==> config.mk <==
export PLATFORM = sky130hd
export DESIGN_NAME = gfx_wbm_read_arb
export DESIGN_NICKNAME = d
export VERILOG_FILES = /design/src/rtl/gfx_wbm_pkg.sv /design/src/rtl/gfx_wbm_read_arb_arbiter.sv /design/src/rtl/gfx_wbm_read_arb.sv
export SDC_FILE = /design/constraint.sdc
export NUM_CORES = 1
export LEC_CHECK = 0
export CORE_MARGIN = 3
export CORE_UTILIZATION = 45
export CTS_BUF_LIST = sky130_fd_sc_hd__clkbuf_4
export DETAILED_ROUTE_END_ITERATION = 8
export MAX_ROUTING_LAYER = met4
export PLACE_DENSITY = 0.93
export SYNTH_ARGS = -nofsm -noshare
export SYNTH_HDL_FRONTEND = slang
export SYNTH_SLANG_ARGS = --single-unit
==> constraint.sdc <==
create_clock -name clk_i -period 7.6 [get_ports clk_i]
set_input_delay 1.9 -clock clk_i [delete_from_list [all_inputs] [get_ports clk_i]]
set_output_delay 1.9 -clock clk_i [all_outputs]
set_load 0.005 [all_outputs]
==> src/rtl/gfx_wbm_pkg.sv <==
// Shared constants and types for the GFX Wishbone read arbiter.
package gfx_wbm_pkg;

    // Wishbone B3 cycle type identifiers
    localparam logic [2:0] CTI_CLASSIC = 3'b000;
    localparam logic [2:0] CTI_INCR    = 3'b010;
    localparam logic [2:0] CTI_EOB     = 3'b111;

    // Burst type extension: linear bursts only
    localparam logic [1:0] BTE_LINEAR  = 2'b00;

    // Byte select value seen on the bus while no burst has been granted
    localparam logic [3:0] SEL_RESET   = 4'hF;

    // Watchdog counter width; large enough for any legal TIMEOUT
    localparam int WD_W = 16;

    typedef enum logic [1:0] {
        ST_IDLE  = 2'd0,
        ST_BURST = 2'd1,
        ST_DONE  = 2'd2
    } state_e;

    // Cycle type for a given beat: single transfers are classic, bursts use
    // incrementing beats followed by an end-of-burst marker on the last beat.
    function automatic logic [2:0] cti_for_beat(input int unsigned beat,
                                                input int unsigned last);
        if (last == 0) begin
            return CTI_CLASSIC;
        end else if (beat < last) begin
            return CTI_INCR;
        end else begin
            return CTI_EOB;
        end
    endfunction

endpackage

==> src/rtl/gfx_wbm_read_arb_arbiter.sv <==
// Round-robin arbiter: picks the first requester at or after the pointer,
// wrapping; the pointer moves to one past the winner when a grant is taken.
module gfx_rr_arbiter
    import gfx_wbm_pkg::*;
#(
    parameter int NUM_CH = 3,
    localparam int IDX_W = (NUM_CH > 1) ? $clog2(NUM_CH) : 1
) (
    input  logic              clk_i,
    input  logic              rst_i,
    input  logic [NUM_CH-1:0] req_i,
    input  logic              advance_i,
    output logic              any_o,
    output logic [NUM_CH-1:0] gnt_o,
    output logic [IDX_W-1:0]  idx_o
);

    logic [IDX_W-1:0] ptr_q;
    logic [IDX_W-1:0] ptr_d;
    logic [IDX_W-1:0] cand;

    // ptr + k never exceeds 2*NUM_CH-2, so one conditional subtract wraps it
    function automatic logic [IDX_W-1:0] wrap_idx(input int v);
        if (v >= NUM_CH) begin
            return IDX_W'(v - NUM_CH);
        end else begin
            return IDX_W'(v);
        end
    endfunction

    // Priority search starting at the pointer
    always_comb begin
        gnt_o = '0;
        idx_o = '0;
        any_o = 1'b0;
        cand  = '0;
        for (int k = 0; k < NUM_CH; k++) begin
            cand = wrap_idx(int'(ptr_q) + k);
            if (!any_o && req_i[cand]) begin
                any_o = 1'b1;
                idx_o = cand;
            end
        end
        if (any_o) begin
            gnt_o[idx_o] = 1'b1;
        end
    end

    // Next pointer: one past the winner, only when a grant is actually taken
    always_comb begin
        ptr_d = ptr_q;
        if (advance_i && any_o) begin
            ptr_d = (int'(idx_o) == NUM_CH - 1) ? '0 : idx_o + 1'b1;
        end
    end

    // Pointer register
    always_ff @(posedge clk_i) begin
        if (rst_i) begin
            ptr_q <= '0;
        end else begin
            ptr_q <= ptr_d;
        end
    end

endmodule

==> src/rtl/gfx_wbm_read_arb.sv <==
// Multi-channel Wishbone B3 read master: round-robin shares one bus port
// among NUM_CH requesters, runs linear incrementing bursts, aborts on bus
// error or ack watchdog expiry, and reports per-channel data/done/error.
module gfx_wbm_read_arb
    import gfx_wbm_pkg::*;
#(
    parameter int NUM_CH  = 3,
    parameter int BURST_W = 3,
    parameter int TIMEOUT = 255
) (
    input  logic                      clk_i,
    input  logic                      rst_i,
    output logic                      cyc_o,
    output logic                      stb_o,
    output logic [2:0]                cti_o,
    output logic [1:0]                bte_o,
    output logic                      we_o,
    output logic [31:0]               adr_o,
    output logic [3:0]                sel_o,
    input  logic                      ack_i,
    input  logic                      err_i,
    input  logic [31:0]               dat_i,
    output logic                      sint_o,
    input  logic [NUM_CH-1:0]         req_i,
    input  logic [NUM_CH*30-1:0]      adr_i,
    input  logic [NUM_CH*4-1:0]       sel_i,
    input  logic [NUM_CH*BURST_W-1:0] len_i,
    output logic [31:0]               dat_o,
    output logic [NUM_CH-1:0]         valid_o,
    output logic [NUM_CH-1:0]         done_o,
    output logic [NUM_CH-1:0]         err_o
);

    localparam int              IDX_W    = (NUM_CH > 1) ? $clog2(NUM_CH) : 1;
    localparam logic [WD_W-1:0] WD_LIMIT = WD_W'(TIMEOUT);

    state_e               state_q, state_d;
    logic [NUM_CH-1:0]    goh_q, goh_d;
    logic [29:0]          adr_q, adr_d;
    logic [3:0]           sel_q, sel_d;
    logic [BURST_W-1:0]   len_q, len_d;
    logic [BURST_W-1:0]   beat_q, beat_d;
    logic [WD_W-1:0]      wd_q, wd_d;
    logic                 cyc_q, cyc_d;
    logic [31:0]          dat_q, dat_d;
    logic [NUM_CH-1:0]    valid_q, valid_d;
    logic [NUM_CH-1:0]    done_q, done_d;
    logic [NUM_CH-1:0]    err_q, err_d;
    logic                 sint_q, sint_d;

    logic                 arb_any;
    logic [NUM_CH-1:0]    arb_gnt;
    logic [IDX_W-1:0]     arb_idx;
    logic [WD_W-1:0]      wd_inc;

    gfx_rr_arbiter #(
        .NUM_CH (NUM_CH)
    ) u_arb (
        .clk_i     (clk_i),
        .rst_i     (rst_i),
        .req_i     (req_i),
        .advance_i (state_q == ST_IDLE),
        .any_o     (arb_any),
        .gnt_o     (arb_gnt),
        .idx_o     (arb_idx)
    );

    assign wd_inc = wd_q + 1'b1;

    // Next-state logic: grant in IDLE, beat handling in BURST, one-cycle DONE
    always_comb begin
        state_d = state_q;
        goh_d   = goh_q;
        adr_d   = adr_q;
        sel_d   = sel_q;
        len_d   = len_q;
        beat_d  = beat_q;
        wd_d    = wd_q;
        cyc_d   = cyc_q;
        dat_d   = dat_q;
        valid_d = '0;
        done_d  = '0;
        err_d   = '0;
        sint_d  = 1'b0;

        unique case (state_q)
            ST_IDLE: begin
                if (arb_any) begin
                    goh_d   = arb_gnt;
                    adr_d   = adr_i[int'(arb_idx)*30 +: 30];
                    sel_d   = sel_i[int'(arb_idx)*4 +: 4];
                    len_d   = len_i[int'(arb_idx)*BURST_W +: BURST_W];
                    beat_d  = '0;
                    wd_d    = '0;
                    cyc_d   = 1'b1;
                    state_d = ST_BURST;
                end
            end
            ST_BURST: begin
                if (ack_i && !err_i) begin
                    dat_d   = dat_i;
                    valid_d = goh_q;
                    adr_d   = adr_q + 30'd1;
                    beat_d  = beat_q + 1'b1;
                    wd_d    = '0;
                    if (beat_q == len_q) begin
                        cyc_d   = 1'b0;
                        done_d  = goh_q;
                        state_d = ST_DONE;
                    end
                end else if (err_i || wd_inc == WD_LIMIT) begin
                    // Bus error and watchdog expiry end the burst identically
                    cyc_d   = 1'b0;
                    done_d  = goh_q;
                    err_d   = goh_q;
                    sint_d  = 1'b1;
                    state_d = ST_DONE;
                end else begin
                    wd_d = wd_inc;
                end
            end
            ST_DONE: begin
                state_d = ST_IDLE;
            end
            default: begin
                state_d = ST_IDLE;
            end
        endcase
    end

    // State and datapath registers; reset discards any burst in flight
    always_ff @(posedge clk_i) begin
        if (rst_i) begin
            state_q <= ST_IDLE;
            goh_q   <= '0;
            adr_q   <= '0;
            sel_q   <= SEL_RESET;
            len_q   <= '0;
            beat_q  <= '0;
            wd_q    <= '0;
            cyc_q   <= 1'b0;
            dat_q   <= '0;
            valid_q <= '0;
            done_q  <= '0;
            err_q   <= '0;
            sint_q  <= 1'b0;
        end else begin
            state_q <= state_d;
            goh_q   <= goh_d;
            adr_q   <= adr_d;
            sel_q   <= sel_d;
            len_q   <= len_d;
            beat_q  <= beat_d;
            wd_q    <= wd_d;
            cyc_q   <= cyc_d;
            dat_q   <= dat_d;
            valid_q <= valid_d;
            done_q  <= done_d;
            err_q   <= err_d;
            sint_q  <= sint_d;
        end
    end

    // Cycle type follows the beat position of the active burst
    always_comb begin
        cti_o = CTI_CLASSIC;
        if (state_q == ST_BURST) begin
            cti_o = cti_for_beat(32'(beat_q), 32'(len_q));
        end
    end

    // A read-only master strobes for the whole cycle
    assign cyc_o   = cyc_q;
    assign stb_o   = cyc_q;
    assign we_o    = 1'b0;
    assign bte_o   = BTE_LINEAR;
    assign adr_o   = {adr_q, 2'b00};
    assign sel_o   = sel_q;
    assign dat_o   = dat_q;
    assign valid_o = valid_q;
    assign done_o  = done_q;
    assign err_o   = err_q;
    assign sint_o  = sint_q;

endmodule

# Yosys cells after proc, flatten, opt, wreduce, memory -nomap -nowiden
# Cells that the tools add are included.
[op_classes]
n_addsub = 9
n_mul = 2
magnitude_cmp = 9
eq_ne = 9
shift = 3
muxes = 45
bitwise_logic = 2
reduce_logical = 21
[ops]
columns = ["op", "n"]
rows = [
  ["90-bit by 8-bit variable part select with 30-bit output", 1],
  ["30-bit two-way mux", 2],
  ["30-bit one-hot mux with 2 select lines", 1],
  ["16-bit two-way mux", 3],
  ["16-bit one-hot mux with 2 select lines", 1],
  ["30-bit by 1-bit adder with 30-bit output, second input constant", 1],
  ["3-bit two-way mux", 8],
  ["2-bit two-way mux", 11],
  ["16-bit by 1-bit adder with 16-bit output, second input constant", 1],
  ["16-bit by 8-bit == test with 1-bit output, second input constant", 1],
  ["2-bit by 3-bit < comparator with 1-bit output, second input constant", 4],
  ["1-bit two-way mux", 12],
  ["12-bit by 5-bit variable part select with 4-bit output", 1],
  ["3-bit inequality test, second input constant", 3],
  ["3-bit AND reduction", 3],
  ["9-bit by 5-bit variable part select with 3-bit output", 1],
  ["1-bit binary-select mux with 2-bit select", 3],
  ["3-bit by 2-bit greater-or-equal comparator with 1-bit output, second input constant", 2],
  ["2-bit by 4-bit multiplier with 6-bit output, second input constant", 1],
  ["3-bit one-hot mux with 2 select lines", 1],
  ["3-bit OR reduction", 2],
  ["1-bit logical AND", 5],
  ["2-bit by 2-bit multiplier with 4-bit output, second input constant", 1],
  ["2-bit inequality test, second input constant", 2],
  ["24 further kinds", 29],
]
[word_totals]
reg_bits = 106
input_bits = 150
out_inout_bits = 86
wordCells = 114

# Longest topological paths before layout
# Gate-level depths: netlist (run 1).
[logic_depth]
word_depth = 15
depth_mapped = 11
ltp_nobuf = 8

# Modules after synthesis
# From an unflattened synthesis (run 1), not the netlist that was laid out.
[unflattened]
hier_cells = 803
hier_area_um2 = 6087.1
[modules_own_cells]
columns = ["module", "n_inst", "cells_per_inst", "area_per_inst_um2", "seq_area_each_um2"]
rows = [
  ["gfx_wbm_read_arb", 1, 753, 5684.2, 2082.0],
  ["gfx_rr_arbiter", 1, 50, 402.9, 40.0],
]

# Least setup slack after synthesis (run 1)
# OpenSTA, ideal clock, no wires.
[synth_path]
path_type = "in2reg"
start = "input port req_i[0]"
end = "register adr_q[17]"
setup_time_ns = 0.086
arrival_time_ns = 3.483
required_ns = 7.514
path_slack_ns = 4.031
cell_stages = 7
n_path_buf = 1
path_cell_list = "inv_1 -> maj3_1 -> o21ai_1 -> clkbuf_1 -> nand3_1 -> a32o_1 -> a211oi_1"
[synth_between]
elab_chain_len = 13
word_cells_on_any_way = 22
classes_between = "1 x mul; 1 x eq/ne; 1 x shift; 14 x mux; 5 x reduce/logical"
[synth_lines]
columns = ["item", "line", "source"]
rows = [
  ["from (decl)", "gfx_wbm_read_arb.sv:24", "input logic [NUM_CH-1:0] req_i,"],
  ["1-bit binary-select mux with 2-bit select", "gfx_wbm_read_arb_arbiter.sv:39", "if (!any_o && req_i[cand]) begin"],
  ["1-bit two-way mux (implied by the code)", "gfx_wbm_read_arb_arbiter.sv:39", ""],
  ["1-bit two-way mux", "gfx_wbm_read_arb_arbiter.sv:39", ""],
  ["1-bit logical NOT", "gfx_wbm_read_arb_arbiter.sv:39", ""],
  ["1-bit logical AND", "gfx_wbm_read_arb_arbiter.sv:39", ""],
  ["1-bit two-way mux", "gfx_wbm_read_arb_arbiter.sv:39", ""],
  ["1-bit logical NOT", "gfx_wbm_read_arb_arbiter.sv:39", ""],
  ["1-bit logical AND", "gfx_wbm_read_arb_arbiter.sv:39", ""],
  ["2-bit two-way mux", "gfx_wbm_read_arb_arbiter.sv:39", ""],
  ["2-bit by 4-bit multiplier with 6-bit output", "gfx_wbm_read_arb.sv:90", "adr_d = adr_i[int'(arb_idx)*30 +: 30];"],
  ["90-bit by 8-bit variable part select with 30-bit output", "gfx_wbm_read_arb.sv:90", ""],
  ["30-bit two-way mux", "gfx_wbm_read_arb.sv:88", "if (arb_any) begin"],
  ["30-bit one-hot mux with 2 select lines", "gfx_wbm_read_arb.sv:86", "unique case (state_q)"],
  ["to (signal assigned)", "gfx_wbm_read_arb.sv:150", "adr_q <= adr_d;"],
  ["to (decl)", "gfx_wbm_read_arb.sv:39", "logic [29:0] adr_q, adr_d;"],
]
# Several ways; a longest one is shown, not always the timed one. The select of a mux whose other input is x is not followed.
# A chain may end at the register's enable or synchronous reset.

# Worst setup path after layout (run 1)
[layout_path]
start = "input port req_i[2]"
end = "register adr_q[27]"
# The elaborated chain is that of the path after synthesis.

==> run_results.csv, run 1 <==
group,metric,value,unit
outcome,status,"finished, final reports clean",
placement,place.gp.congestion,0.897,
setup_path,regToRegSetupSlack,4240,ps
placement,numPortBuffers,230,
power_and_ir_drop,p_leak,2.89,nW
setup_path,path_delay_family,"compound AO/OA/AOI/OAI gates",
global_route,globalRouteOverflowTotal,0,
setup_path,crit_path_max_fanout,23,
floorplan,core-area,12300,um^2
floorplan,initial_core_util,0.470,
clocking,clock_path_buffers,2,
synth,async_reset_ff_frac,0,
placement,place_area,8110,um^2
clocking,clockRootBuffer,"clkbuf_4",
route,vias,6532,
power_and_ir_drop,p_per_area,286,nW/um^2
sta,timing.final.crit_share,0.578,
setup_path,cp.arrival,4770,ps
sta,slew_headroom,0.257,
clocking,post_cts_buffers,0,
finish,nets,1088,
clocking,cts_buffers,9,
setup_path,crit_type,"in -> reg",
floorplan,rows,40,
route,drc,0,
finish,final_cell_mix,"clkdlybuf4s50_1 (229), nand2_1 (110), dfxtp_1 (104)",
synth,ys.flop_type,"dfxtp_1",
setup_path,critPathBufInv,2,
finish,fillers,1064,
synth,yosysSeqAreaShare,0.360,
setup_path,worstSetupStartpointType,"input pin",
route,drt-initial-drc-count,548,
clocking,clock_latency,460,ps
setup_path,slowest_stage,"clkdlybuf4s50_1",
clocking,clkSinkCount,104,
sta,rsz0062_at_grt,"false",
setup_path,endpoint_kind,"flip-flop",
route,viasPerCell,5.93,
global_route,grt_pass1_wl,31000,um
setup_path,cp.required,7980,ps
min_path,min_path_type,"reg -> reg",
synth,syn_avg_cell_area,7.82,um^2
job,max_cap_viol_count,0,
sta,fmax,228,MHz
sta,slew_viol_final,0,
floorplan,pin_count,236,
synth,yosys_warnings,0,
route,drtAntennaViolNets,0,
synth,ys_types,66,
clocking,ctsHtreeMaxLevel,3,
global_route,grt_max_degree,84,
synth,synth_edf_count,0,
route,wl_per_cell,17.8,um
finish,areaGrowthSynthToFinish,42.5,%
synth,synthCells,740,
finish,instances_no_fill,1102,
sta,hold_viol_final,0,
setup_path,critPathMaxStageDelay,600,ps
clocking,cts_tree,"done",
placement,hpwl,14300,um
synth,ys_ff_latch,104,
synth,synth_area,5790,um^2
sta,setup_viol,0,
clocking,clk_pin_slew,150,ps
floorplan,die_area,14300,um^2
floorplan,die_x,119,um
global_route,grt.total_usage,0.274,
global_route,antenna_found_initial,0,
sta,finalCriticalPeriod,4400,ps
placement,dp.cells,1086,
clocking,cts_hold_buf,0,
sta,worst_pin_slew,1110,ps
finish,postLayoutCellArea,8250,um^2
floorplan,die_y,119,um
power_and_ir_drop,ir_worst_vdd,0.000145,V
route,drt-total-wl,19600,um
global_route,grt_pass1_vias,6200,
sta,fin_skew,14.4,ps
finish,diodes,0,
sta,setup_tns,0,ps
clocking,cts-resized-gates,0,
route,drtPass1Iterations,5,
setup_path,path_cells,"clkdlybuf4s50_1 -> a21o_1 -> a21boi_1 -> o21a_1 -> buf_4 -> a221oi_1 -> a22o_1 -> a211oi_1",
finish,final_common_cell,"clkdlybuf4s50_1",
finish,drive_above_1_share,0.0439,
==> final timing paths <==
kind,from,endpoint,cells after the start
hold reg to reg,goh_q[2],done_o[2],2
setup / recovery,req_i[2],adr_q[27],8
hold / removal,goh_q[2],done_o[2],2
setup reg to reg,u_arb.ptr_q[1],wd_q[8],9
==> layout make-up <==
type	instances	area [um^2]	area share
timing repair buffer	239	2360	0.287
tap	168	210	0.0255
multi-input combinational	540	3320	0.402
inverter	35	131	0.0159
clock inverter	6	68.8	0.00834
sequential	104	2080	0.252
clock buffer	10	75.1	0.00910
==> report_power, final <==
| group | switching [W] | internal (W) | leakage (nW) |
|---|---|---|---|
| registers | 0.000126 | 0.000663 | 0.849 |
| clock network | 0.000189 | 0.000106 | 0.0705 |
| logic | 0.000687 | 0.000588 | 1.97 |
==> sequential cells by signal, indices dropped and copies added, names as in the netlist, 2 cells and up <==
name / flops
wd_q: 16
sel_o: 4
u_arb.ptr_q: 2
valid_o: 3
done_o: 3
adr_q: 30
err_o: 3
len_q: 3
state_q: 2
dat_o: 32
beat_q: 3
==> cells in the mapped netlist, drive strengths merged, types with 16 or more instances <==
| library cell | count | area [um^2] |
|---|---|---|
| nand2 | 110 | 413 |
| dfxtp | 104 | 2080 |
| a21oi | 75 | 375 |
| clkbuf | 44 | 165 |
| nand3 | 36 | 180 |
| inv | 35 | 131 |
| nor2 | 34 | 128 |
| a221oi | 28 | 245 |
| o21ai | 28 | 159 |
| a211oi | 23 | 178 |
| buf | 21 | 126 |
| o211ai | 21 | 158 |
| nor3 | 19 | 95.1 |
| and3 | 16 | 100 |
==> cell families (layout without fill, tap and decap cells) <==
family	count (synthesis)	in the layout	synth area share
mux	4	4	0.00735
fa+ha+maj	11	11	0.0229
other cells	1	5	0.000648
xor+xnor	9	9	0.0136
flops	104	104	0.360
buf+inv	100	290	0.0731
compound gates	263	263	0.325
simple gates	248	248	0.198
==> worst register-to-register path, cell delays in order, from the launching register on <==
cell	delay [ps]
dfxtp_1	430
inv_1	130
ha_1	380
o32ai_1	400
a221o_1	810
nand2_1	110
buf_4	300
nor2_1	250
a21boi_4	310
a2bb2oi_1	180
==> layer usage <==
metal  wire, um  track usage
met1       8200        0.354
met4        539       0.0909
met2       9320        0.434
met5          0            -
met3       1540       0.0513
==> stage by stage <==
stage / hold slack (ps) / util / setup slack [ps] / power, W
CTS: 465 / 0.670 / 3260 / 0.00234
floorplan: 427 / - / 4030 / 0.00155
finish: 464 / 0.670 / 3200 / 0.00236
global placement: 440 / 0.658 / 2900 / 0.00203
detailed placement: 446 / 0.658 / 2760 / 0.00205
global route: 487 / 0.670 / 3060 / 0.00252
(Power assumes the default switching activity.)
==> run 2, diff against run 1 <==
CORE_UTILIZATION = 41   (was 45)
PLACE_DENSITY = 0.9   (was 0.93)
clock period = 3.8 ns   (was 7.6 ns; I/O delays follow)
==> run_results.csv, run 2 (synthesis results as in run 1) <==
group,metric,value,unit
route,drc,0,
setup_path,cp.required,2850,ps
power_and_ir_drop,p_int,0.00280,W
route,vias,6556,
power_and_ir_drop,pwr-share-comb,0.552,
sta,timing.final.crit_share,0.816,
finish,final_cell_mix,"clkdlybuf4s50_1 (229), nand2_1 (110), dfxtp_1 (104)",
clocking,post_cts_buffers,0,
clocking,clock_latency,500,ps
sta,setup_viol,0,
global_route,antenna_found_initial,0,
finish,largest_reg_flops,32,
finish,nets,1099,
power_and_ir_drop,p_per_area,578,nW/um^2
clocking,cts_tree,"done",
floorplan,rows,42,
route,drt-total-wl,20500,um
global_route,grt-busiest-layer,"met2",
setup_path,regToRegSetupSlack,840,ps
floorplan,pin_count,236,
placement,hpwl,15300,um
power_and_ir_drop,power_frac_clock,0.123,
clocking,cts_hold_buf,0,
floorplan,core-area,13500,um^2
route,drtPass1Iterations,5,
global_route,globalRouteOverflowTotal,0,
job,max_cap_viol_count,0,
sta,finalCriticalPeriod,3100,ps
global_route,grt.total_usage,0.258,
floorplan,die_area,15600,um^2
setup_path,worstSetupStartpointType,"flip-flop",
clocking,clkSinkCount,104,
clocking,clk_pin_slew,170,ps
power_and_ir_drop,ir_worst_vdd,0.000338,V
route,drtAntennaViolNets,0,
finish,postLayoutCellArea,8370,um^2
placement,numPortBuffers,230,
route,drt-initial-drc-count,569,
clocking,cts_buffers,9,
power_and_ir_drop,p_leak,2.96,nW
route,wl_per_cell,18.3,um
finish,fillers,1154,
clocking,clockRootBuffer,"clkbuf_4",
sta,worst_pin_slew,897,ps
sta,hold_viol_final,0,
sta,slew_viol_final,0,
route,viasPerCell,5.85,
setup_path,r2r-start,"u_arb.ptr_q[1]",
global_route,grt_pass1_vias,6174,
placement,place_area,8240,um^2
clocking,cts-resized-gates,0,
floorplan,die_y,125,um
global_route,met1_usage,0.316,
clocking,clock_path_buffers,2,
sta,fin_skew,32.9,ps
global_route,grtUsageMet2,0.431,
min_path,min_path_type,"reg -> reg",
global_route,grtUsageMet3,0.0527,
power_and_ir_drop,p_sw,0.00205,W
sta,fmax,323,MHz
finish,diodes,0,
floorplan,initial_core_util,0.429,
global_route,grt_max_degree,82,
finish,areaGrowthSynthToFinish,44.6,%
clocking,ctsHtreeMaxLevel,3,
setup_path,cp-startpoint,"len_q[1]",
floorplan,die_x,125,um
setup_path,cp-endpoint,"cti_o[0]",
setup_path,worstRegToRegCells,8,
setup_path,crit_path_max_fanout,2,
sta,slew_headroom,0.402,
sta,setup_tns,0,ps
power_and_ir_drop,p_seq_frac,0.325,
finish,final_common_cell,"clkdlybuf4s50_1",
global_route,grt_pass1_wl,32200,um
finish,drive_above_1_share,0.0540,
setup_path,endpoint_kind,"primary output",
sta,rsz0062_at_grt,"false",
power_and_ir_drop,total_power,0.00484,W
power_and_ir_drop,power.share.switching,0.422,
placement,place.gp.congestion,0.896,
setup_path,cp.arrival,2150,ps
setup_path,crit_type,"reg -> out",
outcome,status,"finished, final reports clean",
setup_path,reg2reg_to,"adr_q[11]",
-- run 2: cell count changes in the layout (fill, tap and decap cells not counted), sizes merged --
cell	previous run	this run
clkinvlp	3	0
clkinv	1	4
inv	36	37
buf	10	21
clkbuf	10	9
-- run 2: critical path: stages, from the launching register on --
cell	delay, ps
dfxtp_1	360
inv_1	70
ha_1	300
nor2b_1	130
o21a_1	160
o21a_1	200
clkdlybuf4s50_1	450
-- run 2: power by group through the flow --
stage	Clock, W	Sequential, W	Combinational (W)
finish	0.000595	0.00157	0.00267
global route	0.000628	0.00161	0.00291
CTS	0.000602	0.00157	0.00265
detailed placement	0	0.00159	0.00264
global placement	0	0.00158	0.00258
floorplan	0	0.00154	0.00156
-- run 2: metrics by stage --
| stage | util | hold slack [ps] | setup slack, ps | instances |
|---|---|---|---|---|
| final | 0.620 | 466 | 700 | 1121 |
| after detailed placement | 0.610 | 445 | 365 | 1105 |
| after floorplan | - | 427 | 1180 | 744 |
| after CTS | 0.620 | 466 | 679 | 1121 |
| after global placement | 0.610 | 441 | 452 | 1105 |
| after global routing | 0.620 | 485 | 594 | 1121 |
-- run 2: worst min path at each step --
stage / start / to / slack [ps] / cells after the start
floorplan: goh_q[2] / done_o[2] / 430 / 2
global placement: dat_o[26] / dat_o[26] / 440 / 2
detailed placement: dat_o[23] / dat_o[23] / 450 / 2
CTS: dat_o[12] / dat_o[12] / 470 / 2
global route: dat_o[23] / dat_o[23] / 490 / 2
finish: dat_o[27] / dat_o[27] / 470 / 2
-- run 2: cell type report --
class	instances	area, um^2	share of cell area
Clock buffer	9	67.6	0.00807
Clock inverter	7	70.1	0.00837
Inverter	35	131	0.0157
Multi-Input combinational cell	540	3320	0.396
Sequential cell	104	2080	0.249
Tap cell	176	220	0.0263
Timing Repair Buffer	250	2480	0.297
-- run 2: per-layer routing --
metal	share of wire	vias to the layer above
li1	-	3143
met1	0.41	3072
met2	0.50	306
met3	0.075	35
met4	0.018	0
met5	0	-
